===== src/rtl/spi_pkg.sv =====
// Shared types for the SPI host transfer engine.
package spi_pkg;

   typedef enum logic [2:0] {
      IDLE,
      SETUP,
      SHIFT,
      NEXT,
      HOLD
   } spi_host_state_e;

   typedef struct packed {
      logic cpol;
      logic cpha;
   } spi_mode_t;

endpackage


===== src/rtl/spi_clk_gen.sv =====
// SCK timing: half-period divider plus leading/trailing edge strobes.
module spi_clk_gen #(
   parameter int ClkDivWidth = 8
) (
   input  logic                   clk_i,
   input  logic                   rst_ni,
   input  logic                   en,
   input  logic                   shift_en,
   input  logic [ClkDivWidth-1:0] div,
   output logic                   tick,
   output logic                   lead,
   output logic                   trail
);

   logic [ClkDivWidth-1:0] cnt_reg;
   logic                   phase_reg;

   // Count 0..div while enabled; phase alternates lead/trail on every SHIFT tick.
   always_ff @(posedge clk_i or negedge rst_ni) begin
      if (!rst_ni) begin
         cnt_reg   <= '0;
         phase_reg <= 1'b0;
      end else begin
         if (!en || cnt_reg == div) begin
            cnt_reg <= '0;
         end else begin
            cnt_reg <= cnt_reg + 1'b1;
         end
         if (!shift_en) begin
            phase_reg <= 1'b0;
         end else if (tick) begin
            phase_reg <= ~phase_reg;
         end
      end
   end

   assign tick  = en && (cnt_reg == div);
   assign lead  = tick && shift_en && !phase_reg;
   assign trail = tick && shift_en && phase_reg;

endmodule


===== src/rtl/spi_host_xfer.sv =====
// SPI master: runtime mode/divider/bit order, multi-word bursts with CS held low.
module spi_host_xfer
   import spi_pkg::*;
#(
   parameter int DataWidth   = 8,
   parameter int NumCs       = 1,
   parameter int ClkDivWidth = 8
) (
   input  logic                                    clk_i,
   input  logic                                    rst_ni,
   input  logic                                    cfg_cpol_i,
   input  logic                                    cfg_cpha_i,
   input  logic                                    cfg_lsb_first_i,
   input  logic [ClkDivWidth-1:0]                  cfg_clk_div_i,
   input  logic [(NumCs > 1 ? $clog2(NumCs) : 1)-1:0] cfg_cs_sel_i,
   input  logic                                    tx_valid_i,
   output logic                                    tx_ready_o,
   input  logic [DataWidth-1:0]                    tx_data_i,
   input  logic                                    tx_last_i,
   output logic                                    rx_valid_o,
   output logic [DataWidth-1:0]                    rx_data_o,
   output logic                                    busy_o,
   output logic                                    sck_o,
   output logic                                    sdo_o,
   input  logic                                    sdi_i,
   output logic [NumCs-1:0]                        csn_o
);

   localparam int CsW  = (NumCs > 1) ? $clog2(NumCs) : 1;
   localparam int BitW = $clog2(2 * DataWidth);

   spi_host_state_e      state;
   spi_mode_t            mode_q;
   logic                 lsb_q;
   logic [ClkDivWidth-1:0] div_q;
   logic [CsW-1:0]       cs_sel_q;
   logic                 last_q;
   logic [DataWidth-1:0] tx_sr;
   logic [DataWidth-1:0] rx_sr;
   logic [BitW-1:0]      bit_cnt;
   logic                 sck_reg, sdo_reg, ready_reg, busy_reg, rx_valid_reg;
   logic [NumCs-1:0]     csn_reg;
   logic [DataWidth-1:0] rx_data_reg;

   logic                 tick, lead, trail, clk_en, accept;
   logic                 lsb_sel, first_bit, tx_cur, tx_nxt, sample_now, last_edge;
   logic [DataWidth-1:0] tx_shifted, rx_shifted, rx_next;
   logic [NumCs-1:0]     cs_hit_in, cs_hit_q;

   // Chip-select decode: out-of-range index selects nothing.
   for (genvar gi = 0; gi < NumCs; gi++) begin : g_cs_dec
      assign cs_hit_in[gi] = (cfg_cs_sel_i == CsW'(gi));
      assign cs_hit_q[gi]  = (cs_sel_q == CsW'(gi));
   end

   assign clk_en = (state == SETUP) || (state == SHIFT) || (state == HOLD);
   assign accept = tx_valid_i && ready_reg;

   spi_clk_gen #(
      .ClkDivWidth(ClkDivWidth)
   ) u_clk_gen (
      .clk_i   (clk_i),
      .rst_ni  (rst_ni),
      .en      (clk_en),
      .shift_en(state == SHIFT),
      .div     (div_q),
      .tick    (tick),
      .lead    (lead),
      .trail   (trail)
   );

   // In IDLE the config is loading this very cycle, so take bit order from the input.
   assign lsb_sel    = (state == IDLE) ? cfg_lsb_first_i : lsb_q;
   assign first_bit  = lsb_sel ? tx_data_i[0] : tx_data_i[DataWidth-1];
   assign tx_cur     = lsb_q ? tx_sr[0] : tx_sr[DataWidth-1];
   assign tx_nxt     = lsb_q ? tx_sr[1] : tx_sr[DataWidth-2];
   assign tx_shifted = lsb_q ? (tx_sr >> 1) : (tx_sr << 1);
   assign rx_shifted = lsb_q ? {sdi_i, rx_sr[DataWidth-1:1]} : {rx_sr[DataWidth-2:0], sdi_i};
   assign sample_now = mode_q.cpha ? trail : lead;
   assign rx_next    = sample_now ? rx_shifted : rx_sr;
   assign last_edge  = (bit_cnt == BitW'(2 * DataWidth - 1));

   // Transfer FSM with all pad and handshake outputs registered.
   always_ff @(posedge clk_i or negedge rst_ni) begin
      if (!rst_ni) begin
         state        <= IDLE;
         mode_q       <= '0;
         lsb_q        <= 1'b0;
         div_q        <= '0;
         cs_sel_q     <= '0;
         last_q       <= 1'b0;
         tx_sr        <= '0;
         rx_sr        <= '0;
         bit_cnt      <= '0;
         sck_reg      <= 1'b0;
         sdo_reg      <= 1'b0;
         csn_reg      <= '1;
         ready_reg    <= 1'b0;
         busy_reg     <= 1'b0;
         rx_valid_reg <= 1'b0;
         rx_data_reg  <= '0;
      end else begin
         rx_valid_reg <= 1'b0;
         case (state)
            IDLE: begin
               mode_q.cpol <= cfg_cpol_i;
               mode_q.cpha <= cfg_cpha_i;
               lsb_q       <= cfg_lsb_first_i;
               div_q       <= cfg_clk_div_i;
               cs_sel_q    <= cfg_cs_sel_i;
               sck_reg     <= cfg_cpol_i;
               ready_reg   <= 1'b1;
               if (accept) begin
                  tx_sr     <= tx_data_i;
                  last_q    <= tx_last_i;
                  sdo_reg   <= first_bit;
                  csn_reg   <= ~cs_hit_in;
                  ready_reg <= 1'b0;
                  busy_reg  <= 1'b1;
                  state     <= SETUP;
               end
            end
            SETUP: begin
               bit_cnt <= '0;
               sck_reg <= mode_q.cpol;
               csn_reg <= ~cs_hit_q;
               if (tick) begin
                  state <= SHIFT;
               end
            end
            SHIFT: begin
               if (tick) begin
                  sck_reg <= ~sck_reg;
                  bit_cnt <= bit_cnt + 1'b1;
                  if (sample_now) begin
                     rx_sr <= rx_shifted;
                  end
                  if (mode_q.cpha) begin
                     if (lead) begin
                        sdo_reg <= tx_cur;
                     end else begin
                        tx_sr <= tx_shifted;
                     end
                  end else if (trail && !last_edge) begin
                     sdo_reg <= tx_nxt;
                     tx_sr   <= tx_shifted;
                  end
                  if (last_edge) begin
                     bit_cnt      <= '0;
                     rx_data_reg  <= rx_next;
                     rx_valid_reg <= 1'b1;
                     if (last_q) begin
                        state <= HOLD;
                     end else begin
                        state     <= NEXT;
                        ready_reg <= 1'b1;
                     end
                  end
               end
            end
            NEXT: begin
               sck_reg <= mode_q.cpol;
               if (accept) begin
                  tx_sr     <= tx_data_i;
                  last_q    <= tx_last_i;
                  sdo_reg   <= first_bit;
                  ready_reg <= 1'b0;
                  state     <= SETUP;
               end
            end
            HOLD: begin
               sck_reg <= mode_q.cpol;
               if (tick) begin
                  csn_reg   <= '1;
                  busy_reg  <= 1'b0;
                  ready_reg <= 1'b1;
                  state     <= IDLE;
               end
            end
            default: state <= IDLE;
         endcase
      end
   end

   assign tx_ready_o = ready_reg;
   assign rx_valid_o = rx_valid_reg;
   assign rx_data_o  = rx_data_reg;
   assign busy_o     = busy_reg;
   assign sck_o      = sck_reg;
   assign sdo_o      = sdo_reg;
   assign csn_o      = csn_reg;

endmodule

===== config.mk =====
export PLATFORM = sky130hd
export DESIGN_NAME = spi_host_xfer
export DESIGN_NICKNAME = d
export VERILOG_FILES = /design/src/rtl/spi_pkg.sv /design/src/rtl/spi_clk_gen.sv /design/src/rtl/spi_host_xfer.sv
export SDC_FILE = /design/constraint.sdc
export NUM_CORES = 1
export LEC_CHECK = 0
export ABC_CLOCK_PERIOD_IN_PS = 2500
export BUFFER_PORTS_ARGS = -buffer_cell sky130_fd_sc_hd__buf_2
export CAP_MARGIN = 15
export CORE_MARGIN = 4
export CORE_UTILIZATION = 45
export DETAILED_ROUTE_END_ITERATION = 10
export GPL_TIMING_DRIVEN = 1
export PLACE_DENSITY = 0.73
export SLEW_MARGIN = 30
export SYNTH_ARGS = -nofsm -noshare
export SYNTH_HDL_FRONTEND = slang
export SYNTH_SLANG_ARGS = --single-unit

===== constraint.sdc =====
create_clock -name clk_i -period 2.5 [get_ports clk_i]
set_input_delay 0.125 -clock clk_i [delete_from_list [all_inputs] [get_ports clk_i]]
set_output_delay 0.125 -clock clk_i [all_outputs]
set_load 0.03 [all_outputs]

==> metrics.md <==
| Metric | Value |
|---|---|
| Routed WL | 6830 um |
| R2r startpoint | state[1]$_DFFE_PN0P_ |
| Number of global-route vias before repair | 2411 |
| 1st-iter DRT viols | about 210 |
| Reg-to-Reg End | tx_sr[1]$_DFFE_PN0P_ |
| Post-synth top area share | 46.4% |
| Hold Path Depth | 2 |
| Ys flop type | dfrtp_1 |
| Detailed Place HPWL | 4760 um |
| 1st-pass router iterations | 5 |
| Number of synthesized flops with an enable pin | 0 |
| Share of post-route cells with drive strength above 1 | 26.6% |
| Starting Density | 46.3% |
| Placed cell count | 433 |
| Top cell type by total area after synthesis | dfrtp_1 |
| Wire per inst | 15.1 um |
| Synth warn | 0 |
| DRT antenna net count | 0 |
| Site Rows | 30 |
| Net count after synthesis | roughly 340 |
| Synth cell count leaders | dfrtp_1, nor2_1, nand2_1, a21oi_1, o21ai_0 |
| Status | complete, no violations |
| Netlist cell types | 46 |
| CTS tree | done |
| DIE AREA | 8340 sq um |
| Count leader, synth | dfrtp_1 |
| Largest net degree at the start of global routing | 60 |
| Slew HR | 64.4% |
| Final worst-path cycle share | 88.0% |
| Skew final | 0.0162 ns |
| Register area share after synthesis | 47.3% |
| R2R depth | 5 |
| Register clock-pin slew on the reported worst setup and hold paths | 0.07 ns |
| Max_cap viols | 0 |
| Final setup TNS | 0 ns |
| # Post-CTS Setup Buffers | 0 |
| CTS max path bufs | 2 |
| Critical path fanouts, max | 15 |
| Total number of vias | 2464 |
| Initial antenna violation count | 0 |
| Htree depth | 3 |
| RSZ-0062 raised after global routing | no |
| Mapped Area | about 3100 sq um |
| Routability Congestion | 0.883 |
| Final min period | 2.20 ns |
| CP required | 2.74 ns |
| Via density | 5.45 |
| CP Launch Type | register |
| Nets | around 390 |
| Tot GR Track Use | roughly 18% |
| Hold Path Sink | div_q[7]$_DFFE_PN0N_ |
| Cts hold-fix bufs | 2 |
| Power Density | around 1100 nW/um^2 |
| FMAX | 0.454 GHz |
| Final Setup Violations | 0 |
| CTS Sinks | 59 |
| Critical Path Sink Type | register |
| DRC violations left | 0 |
| Hold_sp | cfg_clk_div_i[7] |
| Post-Layout Cell Count | approximately 450 |
| Top Ports | 39 |
| Root buffer cell | clkbuf_8 |
| Die Y | 91.3 um |
| Final hold violations | 0 |
| Leak | between 0.0015 and 0.002 uW |
| Top cells by area, synth | dfrtp_1, mux2i_1, mux2_2 |
| Design Power | 4080 uW |
| Clk Latency, worst-skew pair | ~0.35 ns |
| FF+latch count, synth | 59 |
| CP Data Arrival Time | 2.44 ns |
| Synthesized area per cell | 9.86 sq um |
| Core ar. | 6760 sq um |
| R2R setup slack | 0.30 ns |
| Worst hold path type | in -> reg |
| First-pass GRT wire length | 11800 um |
| Cts bufs inserted | 9 |
| Tightest Pin Transition | 0.534 ns |
| Inserted Diodes | 0 |
| Global route overflow | 0 |
| Post_cts resized | 0 |
| Count of buffers from port buffering | 38 |
| Post-Synthesis Cells | between 300 and 400 |
| Area grow syn2layout | 20.9% |
| Max-slew violations | 0 |
| Peak supply drop | between 600 and 700 uV |
| Crit path kind | reg -> reg |
| Share of synthesized registers carrying an async set or reset | 100% |
| Width of the die | 91.3 um |
-- metrics by stage --
step / utilization [%] / hold slack (ns) / setup WS, ns / cell area, sq um
2_1_floorplan: - / -0.171 / 0.588 / 3130
3_3_place_gp: 51.5 / 0.151 / 0.449 / 3480
3_5_place_dp: 51.5 / 0.154 / 0.368 / 3480
4_1_cts: 55.8 / 0.00372 / 0.322 / 3770
5_1_grt: 55.9 / 0.00246 / 0.216 / 3780
6_report: 55.9 / 0.0103 / 0.299 / 3780
-- cell families after synthesis --
family          after synthesis  synth area share (%)
buf+inv                      26                  3.32
compound gates               70                  14.1
flops                        59                  47.3
mux                          38                  13.2
fa+ha+maj                     2                 0.801
simple gates                106                  16.8
xor+xnor                     16                  4.48
-- layout by cell type (no fill, tap or decap), drive strengths merged, types with 3 or more instances in the layout --
master,instances
buf,51
nor2,32
a31oi,3
nand4,3
mux2,16
a221o,3
dfrtp,58
bufinv,4
a21oi,24
nand2b,3
dlygate4sd3,3
or2,5
o21ai,25
mux2i,21
nand3,8
xor2,15
inv,13
clkbuf,9
nor3,6
and3,7
nand2,29
nor3b,4
nor2b,4
-- worst max-delay path by stage --
stage                                    from                    to  cells past startpoint
4_1_cts                bit_cnt[0]$_DFFE_PN0P_  tx_sr[1]$_DFFE_PN0P_                      6
2_1_floorplan  u_clk_gen.cnt_reg[2]$_DFF_PN0_     sdo_o$_DFFE_PN0P_                      5
6_report                 state[1]$_DFFE_PN0P_  tx_sr[1]$_DFFE_PN0P_                      5
3_3_place_gp             state[1]$_DFFE_PN0P_  tx_sr[6]$_DFFE_PN0P_                      5
3_5_place_dp           bit_cnt[0]$_DFFE_PN0P_  tx_sr[0]$_DFFE_PN0P_                      6
5_1_grt                bit_cnt[0]$_DFFE_PN0P_  tx_sr[1]$_DFFE_PN0P_                      6
-- worst max-delay path, cell delays in order (launching register included) --
cell and delay, ns:
dfrtp_1 0.61, nand2b_1 0.20, nor2_1 0.34, nor3_1 0.16, a31oi_4 0.39, mux2_2 0.39
-- power by group --
group	total [uW]	switching, uW	internal (uW)	leakage [uW]
registers	1500	283	1220	0.000726
logic	1400	743	654	0.000947
clock network	1180	410	771	0.000134
-- cell type report --
| cell class | count | area [sq um] |
|---|---|---|
| multi-input cells | 232 | 1560 |
| well taps | 80 | 100 |
| fillers | 617 | 2980 |
| flip-flops and latches | 59 | 1480 |
| repair buffers | 54 | 330 |
| clock buffers | 9 | 124 |
| clock inverters | 7 | 146 |
| inverters | 11 | 41.3 |
-- layer usage --
| metal | global-route usage [%] | up-vias | wire, um |
|---|---|---|---|
| met3 | 4.81 | 11 | 297 |
| met4 | 7.29 | 0 | 127 |
| met2 | 29.1 | 54 | 3400 |
| met1 | 22.5 | 1181 | 3000 |
| li1 | - | 1218 | - |
| met5 | 0 | - | 0 |
(Power assumes the default switching activity.)
